File: config.mk
export PLATFORM = sky130hd
export DESIGN_NAME = strait_bist_sequencer_flat
export DESIGN_NICKNAME = d
export VERILOG_FILES = /design/src/rtl/strait_bist_sequencer_pkg.sv /design/src/rtl/strait_bist_sequencer_if.sv /design/src/rtl/strait_bist_sequencer_fail_logger.sv /design/src/rtl/strait_bist_sequencer.sv /design/src/flat_wrapper.sv
export SDC_FILE = /design/constraint.sdc
export NUM_CORES = 1
export LEC_CHECK = 0
export ABC_AREA = 1
export CAP_MARGIN = 20
export CORE_MARGIN = 8
export CORE_UTILIZATION = 50
export CTS_CLUSTER_DIAMETER = 150
export CTS_CLUSTER_SIZE = 10
export DETAILED_ROUTE_END_ITERATION = 16
export PLACE_DENSITY = 0.86
export SYNTH_ARGS = -nofsm -noshare
export SYNTH_HDL_FRONTEND = slang
export SYNTH_SLANG_ARGS = --single-unit
File: constraint.sdc
create_clock -name clk -period 2.95 [get_ports clk]
set_clock_uncertainty 0.2 [all_clocks]
set_input_delay 0.4425 -clock clk [delete_from_list [all_inputs] [get_ports clk]]
set_output_delay 0.4425 -clock clk [all_outputs]
set_load 0.02 [all_outputs]
File: src/rtl/strait_bist_sequencer_pkg.sv
`default_nettype none
// ============================================================================
// Package  : strait_bist_pkg
// Brief    : Shared types and constants for the STRAIT BIST sequencer:
//            FSM state encoding, test-mode codes and the counter
//            saturation helper.
// Revision : 1.0 - initial release
// ============================================================================
package strait_bist_pkg;

    // Sequencer states, explicitly encoded in 3 bits.
    typedef enum logic [2:0] {
        ST_IDLE    = 3'd0,
        ST_SCAN    = 3'd1,
        ST_LAUNCH  = 3'd2,
        ST_CAPTURE = 3'd3,
        ST_COMPARE = 3'd4,
        ST_NEXT    = 3'd5,
        ST_DONE    = 3'd6
    } state_t;

    // bist_mode codes; 2'b11 is reserved and behaves like idle.
    localparam logic [1:0] MODE_IDLE = 2'b00;
    localparam logic [1:0] MODE_SA   = 2'b01;
    localparam logic [1:0] MODE_TD   = 2'b10;

    // All-ones value of a counter 'width' bits wide (saturation ceiling).
    function automatic logic [31:0] sat_max(input int unsigned width);
        return (width >= 32) ? 32'hFFFF_FFFF : ((32'd1 << width) - 32'd1);
    endfunction

endpackage
`default_nettype wire

File: src/rtl/strait_bist_sequencer_if.sv
`default_nettype none
// ============================================================================
// Interface : strait_bist_sequencer_if
// Brief     : Control, pattern data and verdict signals between the array
//             test path (master) and the BIST sequencer (slave).
// Revision  : 1.0 - initial release
// ============================================================================
interface strait_bist_sequencer_if #(
    parameter int DATA_W = 16,
    parameter int ADDR_W = 4,
    parameter int CNT_W  = 8
);
    logic              bist_en;
    logic [1:0]        bist_mode;
    logic [DATA_W-1:0] actual;
    logic [DATA_W-1:0] expected;
    logic [ADDR_W-1:0] addr;
    logic              scan_en;
    logic              launch_en;
    logic              capture_en;
    logic              compare_en;
    logic              busy;
    logic              done;
    logic              pass;
    logic [CNT_W-1:0]  error_count;
    logic [ADDR_W-1:0] first_fail_addr;
    logic              fail_valid;

    modport master (
        output bist_en, bist_mode, actual, expected,
        input  addr, scan_en, launch_en, capture_en, compare_en,
               busy, done, pass, error_count, first_fail_addr, fail_valid
    );

    modport slave (
        input  bist_en, bist_mode, actual, expected,
        output addr, scan_en, launch_en, capture_en, compare_en,
               busy, done, pass, error_count, first_fail_addr, fail_valid
    );
endinterface
`default_nettype wire

File: src/rtl/strait_bist_sequencer_fail_logger.sv
`default_nettype none
// ============================================================================
// Module   : strait_fail_logger
// Brief    : Result comparator for the BIST sequencer. Counts mismatches
//            with saturation and remembers the first failing address.
// Revision : 1.0 - initial release
// ============================================================================
module strait_fail_logger
    import strait_bist_pkg::*;
#(
    parameter int DATA_W = 16,
    parameter int ADDR_W = 4,
    parameter int CNT_W  = 8
) (
    input  wire logic              clk,
    input  wire logic              rst,
    input  wire logic              i_clear,
    input  wire logic              i_compare_en,
    input  wire logic [DATA_W-1:0] i_actual,
    input  wire logic [DATA_W-1:0] i_expected,
    input  wire logic [ADDR_W-1:0] i_addr,
    output logic [CNT_W-1:0]       o_error_count,
    output logic [ADDR_W-1:0]      o_first_fail_addr,
    output logic                   o_fail_valid
);

    localparam logic [CNT_W-1:0] c_cnt_max = CNT_W'(sat_max(CNT_W));

    logic [CNT_W-1:0]  r_error_count;
    logic [ADDR_W-1:0] r_first_fail_addr;
    logic              r_fail_valid;
    logic              w_mismatch;

    assign w_mismatch = i_compare_en && (i_actual != i_expected);

    // Clear at run start; on a strobed mismatch bump the count and log the first address.
    always_ff @(posedge clk or posedge rst) begin
        if (rst) begin
            r_error_count     <= '0;
            r_first_fail_addr <= '0;
            r_fail_valid      <= 1'b0;
        end else if (i_clear) begin
            r_error_count     <= '0;
            r_first_fail_addr <= '0;
            r_fail_valid      <= 1'b0;
        end else if (w_mismatch) begin
            if (r_error_count != c_cnt_max) begin
                r_error_count <= r_error_count + 1'b1;
            end
            if (!r_fail_valid) begin
                r_first_fail_addr <= i_addr;
                r_fail_valid      <= 1'b1;
            end
        end
    end

    assign o_error_count     = r_error_count;
    assign o_first_fail_addr = r_first_fail_addr;
    assign o_fail_valid      = r_fail_valid;

endmodule
`default_nettype wire

File: src/rtl/strait_bist_sequencer.sv
`default_nettype none
// ============================================================================
// Module   : strait_bist_sequencer
// Brief    : STRAIT BIST sequencer. Walks NUM_PATTERNS ROM addresses,
//            drives scan/launch/capture/compare strobes (registered, one
//            cycle behind the state register) and keeps the run verdict.
// Options  : STRAIT_STOP_ON_FAIL_EN - when defined, the first mismatch
//            ends the run with addr held at the failing pattern.
// Revision : 1.0 - initial release
// ============================================================================
module strait_bist_sequencer
    import strait_bist_pkg::*;
#(
    parameter int DATA_W       = 16,
    parameter int ADDR_W       = 4,
    parameter int NUM_PATTERNS = 16,
    parameter int SCAN_LEN     = 4,
    parameter int CNT_W        = 8
) (
    input  wire logic              clk,
    input  wire logic              reset,
    strait_bist_sequencer_if.slave bus
);

    localparam int                c_scan_w    = (SCAN_LEN > 1) ? $clog2(SCAN_LEN) : 1;
    localparam logic [c_scan_w-1:0] c_scan_last = c_scan_w'(SCAN_LEN - 1);
    localparam logic [ADDR_W-1:0] c_last_addr = ADDR_W'(NUM_PATTERNS - 1);

    state_t              r_state;
    state_t              w_state_next;
    logic [ADDR_W-1:0]   r_addr;
    logic [c_scan_w-1:0] r_scan_cnt;
    logic                r_mode_td;
    logic                r_scan_en;
    logic                r_launch_en;
    logic                r_capture_en;
    logic                r_compare_en;
    logic                r_busy;
    logic                r_done;
    logic                r_pass;
    logic                w_start;
    logic                w_busy_state;
    logic                w_scan_last;
    logic [CNT_W-1:0]    w_error_count;
    logic [ADDR_W-1:0]   w_first_fail_addr;
    logic                w_fail_valid;

    assign w_start      = (r_state == ST_IDLE) && bus.bist_en &&
                          ((bus.bist_mode == MODE_SA) || (bus.bist_mode == MODE_TD));
    assign w_busy_state = (r_state == ST_SCAN)    || (r_state == ST_LAUNCH) ||
                          (r_state == ST_CAPTURE) || (r_state == ST_COMPARE) ||
                          (r_state == ST_NEXT);
    assign w_scan_last  = (r_scan_cnt == c_scan_last);

    // State register.
    always_ff @(posedge clk or posedge reset) begin
        if (reset) begin
            r_state <= ST_IDLE;
        end else begin
            r_state <= w_state_next;
        end
    end

    // Next-state logic; dropping bist_en in any busy state aborts to IDLE.
    always_comb begin
        w_state_next = r_state;
        case (r_state)
            ST_IDLE:    if (w_start) w_state_next = ST_SCAN;
            ST_SCAN:    if (w_scan_last) w_state_next = r_mode_td ? ST_LAUNCH : ST_CAPTURE;
            ST_LAUNCH:  w_state_next = ST_CAPTURE;
            ST_CAPTURE: w_state_next = ST_COMPARE;
            ST_COMPARE: w_state_next = ST_NEXT;
            ST_NEXT: begin
`ifdef STRAIT_STOP_ON_FAIL_EN
                // compare_en is high during NEXT, so this is the compared result.
                if (r_compare_en && (bus.actual != bus.expected)) w_state_next = ST_DONE;
                else
`endif
                if (r_addr == c_last_addr) w_state_next = ST_DONE;
                else                       w_state_next = ST_SCAN;
            end
            ST_DONE:    if (!bus.bist_en) w_state_next = ST_IDLE;
            default:    w_state_next = ST_IDLE;
        endcase
        if (w_busy_state && !bus.bist_en) begin
            w_state_next = ST_IDLE;
        end
    end

    // Address/scan counters, mode latch and registered strobes/status.
    always_ff @(posedge clk or posedge reset) begin
        if (reset) begin
            r_addr       <= '0;
            r_scan_cnt   <= '0;
            r_mode_td    <= 1'b0;
            r_scan_en    <= 1'b0;
            r_launch_en  <= 1'b0;
            r_capture_en <= 1'b0;
            r_compare_en <= 1'b0;
            r_busy       <= 1'b0;
            r_done       <= 1'b0;
            r_pass       <= 1'b0;
        end else begin
            if (w_start) begin
                r_mode_td <= (bus.bist_mode == MODE_TD);
                r_addr    <= '0;
            end else if ((r_state == ST_NEXT) && (w_state_next == ST_SCAN)) begin
                r_addr <= r_addr + 1'b1;
            end

            if ((r_state == ST_SCAN) && !w_scan_last) r_scan_cnt <= r_scan_cnt + 1'b1;
            else                                      r_scan_cnt <= '0;

            // Gated by bist_en so an abort silences everything on the same edge.
            r_scan_en    <= bus.bist_en && (r_state == ST_SCAN);
            r_launch_en  <= bus.bist_en && (r_state == ST_LAUNCH);
            r_capture_en <= bus.bist_en && (r_state == ST_CAPTURE);
            r_compare_en <= bus.bist_en && (r_state == ST_COMPARE);
            r_busy       <= bus.bist_en && w_busy_state;
            r_done       <= bus.bist_en && (r_state == ST_DONE);

            if (w_start)                  r_pass <= 1'b0;
            else if (r_state == ST_DONE)  r_pass <= (w_error_count == '0);
        end
    end

    strait_fail_logger #(
        .DATA_W (DATA_W),
        .ADDR_W (ADDR_W),
        .CNT_W  (CNT_W)
    ) u_fail_logger (
        .clk               (clk),
        .rst               (reset),
        .i_clear           (w_start),
        .i_compare_en      (r_compare_en),
        .i_actual          (bus.actual),
        .i_expected        (bus.expected),
        .i_addr            (r_addr),
        .o_error_count     (w_error_count),
        .o_first_fail_addr (w_first_fail_addr),
        .o_fail_valid      (w_fail_valid)
    );

    assign bus.addr            = r_addr;
    assign bus.scan_en         = r_scan_en;
    assign bus.launch_en       = r_launch_en;
    assign bus.capture_en      = r_capture_en;
    assign bus.compare_en      = r_compare_en;
    assign bus.busy            = r_busy;
    assign bus.done            = r_done;
    assign bus.pass            = r_pass;
    assign bus.error_count     = w_error_count;
    assign bus.first_fail_addr = w_first_fail_addr;
    assign bus.fail_valid      = w_fail_valid;

endmodule
`default_nettype wire

File: src/flat_wrapper.sv
// flat-port wrapper written by rule: the top's interface ports become plain ports
module strait_bist_sequencer_flat import strait_bist_pkg::*;
#(
    parameter int DATA_W       = 16,
    parameter int ADDR_W       = 4,
    parameter int NUM_PATTERNS = 16,
    parameter int SCAN_LEN     = 4,
    parameter int CNT_W        = 8
)
  (clk, reset, bus_bist_en, bus_bist_mode, bus_actual, bus_expected, bus_addr, bus_scan_en, bus_launch_en, bus_capture_en, bus_compare_en, bus_busy, bus_done, bus_pass, bus_error_count, bus_first_fail_addr, bus_fail_valid);
  strait_bist_sequencer_if #(.DATA_W(DATA_W), .ADDR_W(ADDR_W), .CNT_W(CNT_W)) bus_i ();
  input  wire logic clk;
  input  wire logic reset;
  input wire logic [$bits(bus_i.bist_en)-1:0] bus_bist_en;
  input wire logic [$bits(bus_i.bist_mode)-1:0] bus_bist_mode;
  input wire logic [$bits(bus_i.actual)-1:0] bus_actual;
  input wire logic [$bits(bus_i.expected)-1:0] bus_expected;
  output wire logic [$bits(bus_i.addr)-1:0] bus_addr;
  output wire logic [$bits(bus_i.scan_en)-1:0] bus_scan_en;
  output wire logic [$bits(bus_i.launch_en)-1:0] bus_launch_en;
  output wire logic [$bits(bus_i.capture_en)-1:0] bus_capture_en;
  output wire logic [$bits(bus_i.compare_en)-1:0] bus_compare_en;
  output wire logic [$bits(bus_i.busy)-1:0] bus_busy;
  output wire logic [$bits(bus_i.done)-1:0] bus_done;
  output wire logic [$bits(bus_i.pass)-1:0] bus_pass;
  output wire logic [$bits(bus_i.error_count)-1:0] bus_error_count;
  output wire logic [$bits(bus_i.first_fail_addr)-1:0] bus_first_fail_addr;
  output wire logic [$bits(bus_i.fail_valid)-1:0] bus_fail_valid;
  assign bus_i.bist_en = bus_bist_en;
  assign bus_i.bist_mode = bus_bist_mode;
  assign bus_i.actual = bus_actual;
  assign bus_i.expected = bus_expected;
  assign bus_addr = bus_i.addr;
  assign bus_scan_en = bus_i.scan_en;
  assign bus_launch_en = bus_i.launch_en;
  assign bus_capture_en = bus_i.capture_en;
  assign bus_compare_en = bus_i.compare_en;
  assign bus_busy = bus_i.busy;
  assign bus_done = bus_i.done;
  assign bus_pass = bus_i.pass;
  assign bus_error_count = bus_i.error_count;
  assign bus_first_fail_addr = bus_i.first_fail_addr;
  assign bus_fail_valid = bus_i.fail_valid;
  strait_bist_sequencer #(.DATA_W(DATA_W), .ADDR_W(ADDR_W), .NUM_PATTERNS(NUM_PATTERNS), .SCAN_LEN(SCAN_LEN), .CNT_W(CNT_W)) u_core (.clk(clk), .reset(reset), .bus(bus_i));
endmodule
### After elaboration in Yosys (flattened, before gate mapping)

Cells that the tools add are included.

| word-level totals | value |
|---|---|
| bits in registers | 30 |
| bits in latches | 0 |
| RAM bits | 0 |
| ROM bits | 0 |
| output and inout port bits | 24 |
| memories kept | 0 |

| cells by class | value |
|---|---|
| add/subtract/negate cells | 3 |
| multiply operators | 0 |
| div/mod/pow operators | 0 |
| $lt $le $gt $ge | 0 |
| equal/unequal tests | 14 |
| shifts and indexed selects | 0 |
| muxes and demuxes | 20 |
| bitwise logic cells | 0 |
| reductions and logical operators | 27 |

Operators with widths:

| cell | count |
|---|---|
| 2-to-1 mux 8 bit | 3 |
| case mux 3 bit (7 select lines) | 1 |
| 2-to-1 mux 4 bit | 5 |
| != test 16 bit | 1 |
| 2-to-1 mux 3 bit | 5 |
| logical AND 1 bit | 12 |
| equality test 3 bit (second input constant) | 3 |
| adder 8 x 1 -> 8 bit (second input constant) | 1 |
| logical NOT 8 bit | 1 |
| != test 8 bit (second input constant) | 1 |
| nonzero test 2 bit | 4 |
| equality test 3 x 1 -> 1 bit (second input constant) | 2 |
| equality test 3 x 2 -> 1 bit (second input constant) | 2 |
| logical OR 1 bit | 5 |
| 2-to-1 mux 1 bit | 5 |
| adder 4 x 1 -> 4 bit (second input constant) | 1 |
| equality test 2 bit (second input constant) | 2 |
| equality test 4 bit (second input constant) | 1 |
| AND reduction 2 bit | 2 |
| logical NOT 3 bit | 1 |
| adder 2 x 1 -> 2 bit (second input constant) | 1 |
| equality test 2 x 1 -> 1 bit (second input constant) | 1 |
| logical NOT 1 bit | 2 |
| 2-to-1 mux 2 bit | 1 |
| != test 2 bit (second input constant) | 1 |

### Depth between registers and ports, before layout

Gate-level depths: netlist of the first run.

| logic depth | value |
|---|---|
| word-level depth | 11 |
| depth in mapped cells | 11 |

### Modules after synthesis

Synthesis of the first run repeated with hierarchy kept, for this count alone.

| second synthesis, totals | value |
|---|---|
| cell total of the unflattened synthesis | 279 |
| area, all modules | 1963.1 um2 |

Modules (own cells, without submodules):

| module | times used | cells an instance | area an instance (um2) | sequential area each (um2) |
|---|---|---|---|---|
| strait_fail_logger | 1 | 180 | 1069.8 | 325.3 |
| strait_bist_sequencer | 1 | 99 | 893.4 | 425.4 |

### Worst setup path before layout of the first run

OpenSTA, ideal clock, no wires.

| path | value |
|---|---|
| kind | register to register |
| start | register u_core.u_fail_logger.r_error_count[0] (netlist: u_core.u_fail_logger.o_error_count[0]) |
| end | register u_core.u_fail_logger.r_error_count[0] (netlist: u_core.u_fail_logger.o_error_count[0]) |
| library setup time | 117 ps |
| arrival | 1432 ps |
| data required time | 2633 ps |
| slack | 1201 ps |
| cell stages (with the launch flop) | 9 |
| path buffers | 0 |
| period minus slack after synthesis | 1749 ps |
| path through | dfrtp_1 ha_1 nand3_1 nor2_1 nand3_1 nand3_2 nand2_2 nand2_1 nand2_1 |

| on the way | value |
|---|---|
| longest elaborated chain between the ends | 4 |

Ends and longest elaborated chain:

| item | line | RTL |
|---|---|---|
| start, declared | strait_bist_sequencer_fail_logger.sv:29 | `logic [CNT_W-1:0] r_error_count;` |
| start signal, assigned | strait_bist_sequencer_fail_logger.sv:48 | `r_error_count <= r_error_count + 1'b1;` |
| adder 8 x 1 -> 8 bit | strait_bist_sequencer_fail_logger.sv:48 |  |
| 2-to-1 mux 8 bit | strait_bist_sequencer_fail_logger.sv:47 | `if (r_error_count != c_cnt_max) begin` |
| 2-to-1 mux 8 bit | strait_bist_sequencer_fail_logger.sv:46 | `end else if (w_mismatch) begin` |
| 2-to-1 mux 8 bit | strait_bist_sequencer_fail_logger.sv:42 | `end else if (i_clear) begin` |

Several ways; a longest one is shown, not always the timed one. The select of a mux whose other input is x is not followed.
A chain may end at the register's enable or synchronous reset.

### Worst setup path after layout of the first run

| path | value |
|---|---|
| start | register u_core.u_fail_logger.r_error_count[2] (netlist: u_core.u_fail_logger.o_error_count[2]) |
| end | output bus_error_count[2] |

RTL lines:

| item | line | RTL |
|---|---|---|
| end, declared | flat_wrapper.sv:26 | `output wire logic [$bits(bus_i.error_count)-1:0] bus_error_count;` |

No word-level cell between the ends.

==> summary.txt, run 1 <==
Run status
  • Status: finished clean

Global routing
  • Initial antenna violation count: 0
  • Grt total ovfl: 0
  • Largest net degree at the start of global routing: 31
  • Vias in the first global route: between 1500 and 2000
  • Overall routing resource usage: 0.1629
  • First-pass GRT wire length: 7976 µm

Routing
  • DR WL/cell: 11.86 µm
  • DRC Markers: 0
  • Post-route ant nets: 0
  • DR vias/cell: between 4 and 5
  • Routed WL: 4672 µm
  • Via count: 1907
  • Drt pass-1 iters: 4
  • DRT iter0 DRCs: 67

Setup path
  • Crit path launch type: flip-flop
  • Worst EP required: roughly 2.3 ns
  • Reg-to-Reg Start: u_core.u_fail_logger.o_error_count[0]
  • Maximum fanout along the worst path: 8
  • Crit path max-delay family: buffers and inverters
  • Critical-path cell list: clkdlybuf4s50_1
  • R2R setup slack: roughly 1.1 ns
  • Largest stage delay on the critical path: around 0.66 ns
  • Reg-to-reg endpoint: u_core.u_fail_logger.o_error_count[3]
  • CP arrival: around 1.4 ns
  • Worst r2r path cells: 8
  • WP buf/inv: 1
  • Critical path class: flip-flop to primary output
  • Crit-path slowest cell: clkdlybuf4s50_1
  • CP endpoint kind: primary output

Yosys
  • Cell taking the most area after synthesis: dfrtp_1
  • Syn avg cell area: 6.761 µm²
  • Syn_nets: ~320
  • Post-synthesis sequential area ratio: 0.3966
  • Post-Syn Area: between 1500 and 2000 µm²
  • Post-Synthesis Cells: 280
  • Synth top cells by count: nand2_1, inv_1, nor2_1
  • Distinct cells, synth: 28
  • Synth area leaders: dfrtp_1, nand2_1, inv_1, nor2_1, nand3_1
  • Share of flip-flops with an asynchronous set or reset: 1.000
  • FF+latch count, synth: 30
  • Main synth FF type: dfrtp_1
  • Ys Warns: 0
  • Top-count cell post-synth: nand2_1
  • Area share of the largest cell type after synthesis: 0.3966
  • Post-synth EDFFs: 0

Clock network
  • CTS tree: done
  • CTS H-tree depth: 2
  • Cts hold-fix bufs: 0
  • Bufs on Longest Clock Path: 2
  • TritonCTS Buffers: 5
  • Clock Pin Slew Worst Setup and Hold Paths: 0.06 ns
  • TritonCTS Sinks: 30
  • Root Buffer: clkbuf_8
  • Worst skew pair latency: 0.28 ns
  • Post-CTS setup buffers: 0
  • Resized Gates After CTS: 0

Timing
  • Worst-Margin Slew: 0.3725 ns
  • Tmin final: slightly above 2 ns
  • Final slew viol count: 0
  • Fin. Hold Viols: 0
  • Fmax: a little under 500 MHz
  • Period utilization: 0.7023
  • Rel. slew slack: 0.7517
  • RSZ-0062 raised after global routing: no
  • Setup TNS: 0 ns
  • Final setup vio count: 0

Power and ir drop
  • Power per cell area: 609.4 nW/µm²
  • Power Total: around 1.6 mW
  • Pleak: 1.398 nW
  • Worst VDD drop: slightly below 0.0004 V

Placement
  • Final RePlAce weighted congestion: 0.9246
  • IO buf count: 60
  • Placed instance count: between 300 and 400
  • HPWL after detailed placement: about 3800 µm
  • Placed cell areas: approximately 2500 µm²

Cells and area
  • Share of layout cells above drive strength 1: 0.06069
  • Fin area: approximately 2600 µm²
  • Syn-to-layout area delta: 38.73%
  • ANT cells: 0
  • Final std cells w/o fill: slightly below 400
  • Final net count: 388
  • Fill count: 305

Min path
  • Hold Startpoint: u_core.r_scan_cnt[0]
  • Endpoint, Worst Hold: u_core.r_scan_cnt[0]
  • Hold path depth: 1
  • Hold Path Class: flip-flop to flip-flop

Die
  • Die height: roughly 78 µm
  • Die Wd: just under 80 µm
  • Core Footprint: roughly 3700 µm²
  • Cell Rows: 22
  • Ports: 61
  • Die area: 6011 µm²
  • Starting Density: 0.5171

Job
  • Max Cap Viol: 0
[stage by stage]
step | util | hold WS [ns] | setup WS, ns
after global routing | 0.7174 | 0.2709 | 0.7991
after CTS | 0.7174 | 0.2335 | 0.8682
final | 0.7174 | 0.2297 | 0.8782
after global placement | 0.6958 | 0.2231 | 0.7343
after detailed placement | 0.6958 | 0.2254 | 0.6815
after floorplan | - | 0.2090 | 1.201
[placed cells by master (no fill, tap or decap), types with 2 or more instances in the layout]
cell,Yosys,final
a31oi_1,2,2
nor2_1,45,45
nand2_1,86,86
xor2_1,2,2
nand2_2,2,2
clkdlybuf4s50_1,0,60
a21oi_1,7,7
nor3_1,3,3
dfrtp_1,30,30
nor4_1,2,2
o21ai_0,4,4
clkbuf_8,0,5
inv_2,6,6
nand3_1,19,19
buf_4,0,2
clkinv_2,0,2
ha_1,5,5
xnor2_1,4,4
inv_1,48,48
nand4_1,2,2
[routing by layer]
layer | track usage | share of wire
met5 | 0 | 0
met4 | 0.06981 | 0.018
met3 | 0.04724 | 0.053
met2 | 0.2915 | 0.52
met1 | 0.1745 | 0.41
[final cells by class]
type                            instances  area [µm²]  area share
Multi-Input combinational cell        193       918.4      0.3497
Sequential cell                        30       750.7      0.2859
Clock buffer                            5       68.82     0.02620
Clock inverter                          2       10.01    0.003811
Inverter                               54       202.7     0.07718
Tap cell                               48       60.06     0.02287
Timing Repair Buffer                   62       615.6      0.2344
[state kept, by name, summed over array words and instances, names as in the netlist, 2 cells and up]
signal	flops
u_core.u_fail_logger.o_first_fail_addr	4
u_core.u_fail_logger.o_error_count	8
u_core.r_state	3
u_core.bus.addr	4
u_core.r_scan_cnt	2
[power breakdown]
group	switching, mW	internal [mW]	total, mW
registers	0.110	0.512	0.621
logic	0.373	0.304	0.677
clock network	0.145	0.158	0.302
[logic make-up after synthesis]
logic type | after synthesis | synth area share
buffers and inverters | 57 | 0.1183
and+or+nand+nor | 164 | 0.3708
DFF | 30 | 0.3966
AOI/OAI and AO/OA | 18 | 0.05354
xor gates and xnor gates | 6 | 0.02776
adders and majority gates | 5 | 0.03305
[worst register-to-register path, stage by stage (launching register included)]
cell	delay [ns]
dfrtp_1	0.45
ha_1	0.25
nand3_1	0.12
nor2_1	0.17
nand3_1	0.10
nand3_2	0.19
nand2_2	0.15
nand2_1	0.09
nand2_1	0.05
[worst max path at each step]
stage	slack [ns]	start	endpoint	depth (start not counted)
after global routing	0.80	bus_expected[8]	u_core.u_fail_logger.o_first_fail_addr[3]	12
after global placement	0.73	bus_expected[9]	u_core.u_fail_logger.o_first_fail_addr[0]	12
after CTS	0.87	u_core.u_fail_logger.o_error_count[2]	bus_error_count[2]	1
final	0.88	u_core.u_fail_logger.o_error_count[2]	bus_error_count[2]	1
after floorplan	1.20	u_core.u_fail_logger.o_error_count[0]	u_core.u_fail_logger.o_error_count[0]	8
after detailed placement	0.68	bus_bist_mode[0]	u_core.r_state[0]	7
Power figures use the tool's default switching activity.
==> run 2, diff against run 1 <==
Settings changed: CORE_UTILIZATION 50 to 46, PLACE_DENSITY 0.86 to 0.8.
Clock period 2.95 ns to 2.05 ns, I/O delays scaled along.
==> summary.txt, run 2 (same netlist as run 1, synthesis figures left out) <==
Run status
  • Status: finished clean

Clock network
  • Clock Pin Slew Worst Setup and Hold Paths: ~0.070 ns
  • Cts hold-fix bufs: 0
  • TritonCTS Buffers: 5
  • Post-CTS setup buffers: 0
  • Worst skew pair latency: between 0.2 and 0.3 ns
  • TritonCTS Sinks: 30
  • Root Buffer: clkbuf_8
  • CTS H-tree depth: 2
  • Resized Gates After CTS: 0
  • Bufs on Longest Clock Path: 2
  • CTS tree: done

Cells and area
  • Share of layout cells above drive strength 1: 0.07143
  • Max FFs per register: 8
  • Fill count: between 300 and 400
  • Syn-to-layout area delta: 43.42%
  • ANT cells: 0
  • Final std cells w/o fill: 400
  • Fin area: ~2700 µm²
  • Most common cell after layout, fill and taps aside: nand2_1
  • Most frequent cells in the layout: nand2_1, clkdlybuf4s50_1, inv_1
  • Final net count: about 400

Timing
  • Rel. slew slack: 0.7447
  • Hold WS: 0.1952 ns
  • Fmax: a little over 500 MHz
  • Tmin final: slightly below 2 ns
  • Final setup vio count: 0
  • Period utilization: 0.9489
  • Worst-Margin Slew: between 0.3 and 0.4 ns
  • Setup TNS: 0 ns
  • RSZ-0062 raised after global routing: no
  • Fin. Hold Viols: 0
  • Final slew viol count: 0

Routing
  • Routed WL: ~4800 µm
  • Via count: 1925
  • DRT iter0 DRCs: 87
  • DR vias/cell: between 4 and 5
  • DR WL/cell: approximately 12 µm
  • Drt pass-1 iters: 4
  • DRC Markers: 0
  • Post-route ant nets: 0

Placement
  • Final RePlAce weighted congestion: approximately 0.86
  • Placed cell areas: between 2000 and 3000 µm²
  • HPWL after detailed placement: approximately 3700 µm
  • Placed instance count: around 390
  • IO buf count: 60

Die
  • Die Wd: around 80 µm
  • Cell Rows: 23
  • Starting Density: 0.4767
  • Die height: 80.15 µm
  • Ports: 61
  • Die area: 6424 µm²
  • Core Footprint: around 4000 µm²

Setup path
  • Worst r2r path cells: 8
  • Worst EP required: ~1.5 ns
  • Crit path launch type: flip-flop
  • Largest stage delay on the critical path: ~0.66 ns
  • Maximum fanout along the worst path: 8
  • WP buf/inv: 1
  • R2R setup slack: about 0.28 ns
  • CP endpoint kind: primary output
  • Crit path max-delay family: buffers and inverters
  • Crit-path slowest cell: clkdlybuf4s50_1
  • Reg-to-reg endpoint: u_core.u_fail_logger.o_error_count[5]
  • Critical path class: flip-flop to primary output
  • Critical-path cell list: clkdlybuf4s50_1
  • CP arrival: 1.44 ns
  • Reg-to-Reg Start: u_core.u_fail_logger.o_error_count[1]
  • Crit path launch: u_core.u_fail_logger.o_error_count[2]

Power and ir drop
  • Pleak: approximately 1.4 nW
  • Power per cell area: 973.2 nW/µm²
  • Power Total: 2.642 mW
  • Worst VDD drop: between 0.0006 and 0.0007 V

Global routing
  • Initial antenna violation count: 0
  • Grt total ovfl: 0
  • Vias in the first global route: 1855
  • First-pass GRT wire length: 8066 µm
  • Largest net degree at the start of global routing: 31
  • Overall routing resource usage: 0.1584

Job
  • Max Cap Viol: 0

Min path
  • Hold Path Class: input pin to asynchronous set/reset pin
[run 2: cell types whose count changed in the layout (fill, tap and decap cells not counted)]
cell	previous run	this run
buf_4	2	5
bufinv_16	0	2
clkbuf_8	5	6
clkinv_2	2	0
[run 2: worst max-delay path by stage]
stage,endpoint,slack [ns],cells after the start
5_1_grt,u_core.u_fail_logger.o_first_fail_addr[0],0.02,12
4_1_cts,bus_error_count[2],0.09,1
3_5_place_dp,u_core.u_fail_logger.o_first_fail_addr[0],-0.04,12
2_1_floorplan,u_core.u_fail_logger.o_error_count[0],0.30,8
3_3_place_gp,u_core.u_fail_logger.o_first_fail_addr[3],0.00004,12
6_report,bus_error_count[2],0.10,1
[run 2: through the flow]
step	worst slack (ns)	util
6_report	0.1048	0.6837
5_1_grt	0.02065	0.6837
4_1_cts	0.09405	0.6837
3_5_place_dp	-0.03733	0.6478
3_3_place_gp	0.00003597	0.6478
2_1_floorplan	0.3006	-
[run 2: metal layers]
layer | up-vias | track usage | wire length [µm]
li1 | 1000 | - | -
met1 | 855 | 0.1826 | 2059
met2 | 63 | 0.2652 | 2320
met3 | 7 | 0.04464 | 318
met4 | 0 | 0.07273 | 78
met5 | - | 0 | 0
[run 2: cell type report]
type                    count  area, µm²  area share
repair buffers             65      638.1      0.2350
inverters                  54      202.7     0.07465
flip-flops and latches     30      750.7      0.2765
well taps                  50      62.56     0.02304
multi-input cells         193      918.4      0.3382
clock inverters             2      60.06     0.02212
clock buffers               6      82.58     0.03041
[run 2: report_power, final]
group,leakage [nW],switching (mW),internal [mW]
registers,0.409,0.149,0.735
logic,0.958,0.549,0.450
clock network,0.0714,0.240,0.518
==> run 3, diff against run 2 <==
Settings changed: CORE_MARGIN 8 to unset, CTS_BUF_LIST set to sky130_fd_sc_hd__clkbuf_16.
==> summary.txt, run 3 (same netlist as run 1, synthesis figures left out) <==
Run status
  • Status: finished clean

Cells and area
  • Max FFs per register: 8
  • Fill count: 338
  • Most frequent cells in the layout: nand2_1, clkdlybuf4s50_1, inv_1
  • Share of layout cells above drive strength 1: 0.06304
  • Final core occ: 0.7108
  • Final net count: 390
  • ANT cells: 0
  • Most common cell after layout, fill and taps aside: nand2_1
  • Syn-to-layout area delta: 42.63%

Job
  • Max Cap Viol: 0

Setup path
  • Crit path launch type: flip-flop
  • Worst r2r path cells: 8
  • Worst EP required: around 1.5 ns
  • WP depth: 1
  • Maximum fanout along the worst path: 8
  • CP arrival: ~1.4 ns
  • CP endpoint kind: primary output
  • Critical path class: flip-flop to primary output
  • Crit path max-delay family: buffers and inverters
  • Critical-path cell list: clkdlybuf4s50_1
  • Largest stage delay on the critical path: about 0.66 ns
  • WP buf/inv: 1
  • Crit-path slowest cell: clkdlybuf4s50_1

Clock network
  • Root Buffer: clkbuf_16
  • Bufs on Longest Clock Path: 2
  • Post-CTS setup buffers: 0
  • Worst skew pair latency: ~0.27 ns
  • Cts hold-fix bufs: 0
  • Resized Gates After CTS: 0
  • Clock Pin Slew Worst Setup and Hold Paths: approximately 0.05 ns
  • TritonCTS Sinks: 30
  • CTS H-tree depth: 2
  • CTS tree: done
  • TritonCTS Buffers: 5

Power and ir drop
  • Logic gate share of total power: 0.380
  • Pleak: between 1 and 1.5 nW
  • Power Total: about 2.5 mW
  • Sequential power share: 0.356
  • Int Power: 1.612 mW
  • Power per cell area: about 940 nW/µm²
  • Clock share of power: 0.264
  • Worst VDD drop: between 0.0008 and 0.0009 V
  • Sw Ratio: 0.3644
  • Net Sw Power: just over 900 µW

Routing
  • Drt pass-1 iters: 4
  • Post-route ant nets: 0
  • Via count: 1864
  • DRC Markers: 0
  • DR vias/cell: roughly 4.7
  • Routed WL: 4212 µm
  • DR WL/cell: ~11 µm
  • DRT iter0 DRCs: 88

Die
  • Core Footprint: between 3000 and 4000 µm²
  • Die height: roughly 66 µm
  • Cell Rows: 22
  • Ports: 61
  • Starting Density: 0.4984
  • Die area: about 4400 µm²
  • Die Wd: around 66 µm

Min path
  • Hold Path Class: input pin to asynchronous set/reset pin

Timing
  • Final setup vio count: 0
  • Rel. slew slack: 0.7480
  • Tmin final: 1.914 ns
  • RSZ-0062 raised after global routing: no
  • Hold WS: around 0.22 ns
  • Worst-Margin Slew: around 0.38 ns
  • Period utilization: 0.9334
  • Fin. Hold Viols: 0
  • Slack of the critical path: between 0.1 and 0.15 ns
  • Fmax: ~520 MHz
  • Final slew viol count: 0

Global routing
  • First-pass GRT wire length: 7120 µm
  • Initial antenna violation count: 0
  • Largest net degree at the start of global routing: 31
  • Grt total ovfl: 0
  • Vias in the first global route: approximately 1700
  • Overall routing resource usage: 0.2181

Placement
  • IO buf count: 60
  • HPWL after detailed placement: roughly 3200 µm
  • Final RePlAce weighted congestion: a little under 0.9
  • Place WS: -0.04070 ns
## run 3: changes by cell type in the layout (fill, tap and decap cells not counted)
cell       before  now
buf_4           5    4
bufinv_16       2    0
clkbuf_16       0    5
clkbuf_8        6    0
clkinv_1        0    1
clkinv_2        0    1
inv_1          48   49
## run 3: tightest hold or removal path, delay by kind of cell
| kind | cells | cell delay (ns) |
|---|---|---|
| buffers and inverters | 3 | 0.79 |
## run 3: path summary, 6_finish.rpt
kind | startpoint | end | slack [ns]
max | u_core.u_fail_logger.o_error_count[2] | bus_error_count[2] | 0.14
min | reset | u_core.bus.done | 0.22
max reg2reg | u_core.u_fail_logger.o_error_count[0] | u_core.u_fail_logger.o_error_count[2] | 0.29
min reg2reg | u_core.r_scan_cnt[0] | u_core.r_scan_cnt[0] | 0.25
max in group asynchronous | reset | u_core.r_scan_cnt[0] | 1.15
min in group clk | u_core.r_scan_cnt[0] | u_core.r_scan_cnt[0] | 0.25
## run 3: power by group through the flow
stage	clock network, mW	registers [mW]	logic [mW]
floorplan	0	0.991	0.480
global placement	0	0.900	0.951
detailed placement	0	0.907	0.967
CTS	0.686	0.900	0.973
global route	0.709	0.923	1.08
finish	0.670	0.903	0.963
## run 3: final cells by class
| class | count | area [µm²] | area share |
|---|---|---|---|
| flip-flops and latches | 30 | 750.7 | 0.2780 |
| repair buffers | 64 | 630.6 | 0.2335 |
| inverters | 54 | 202.7 | 0.07507 |
| multi-input cells | 193 | 918.4 | 0.3401 |
| clock buffers | 5 | 125.1 | 0.04634 |
| clock inverters | 3 | 12.51 | 0.004634 |
| well taps | 48 | 60.06 | 0.02224 |
## run 3: stage by stage
step                instance area [µm²]  cells  setup TNS, ns
floorplan                          1893    280              0
global placement                   2562    389              0
detailed placement                 2562    389        -0.1753
CTS                                2700    397              0
global route                       2700    397              0
finish                             2700    397              0
## run 3: metal layers
layer  vias to the layer above  GRT usage  wire length, µm
met1                       828     0.2697             1924
met2                        45     0.3622             2041
met5                         -          0                0
met3                         2    0.06207              227
li1                        989          -                -
met4                         0    0.07447               19
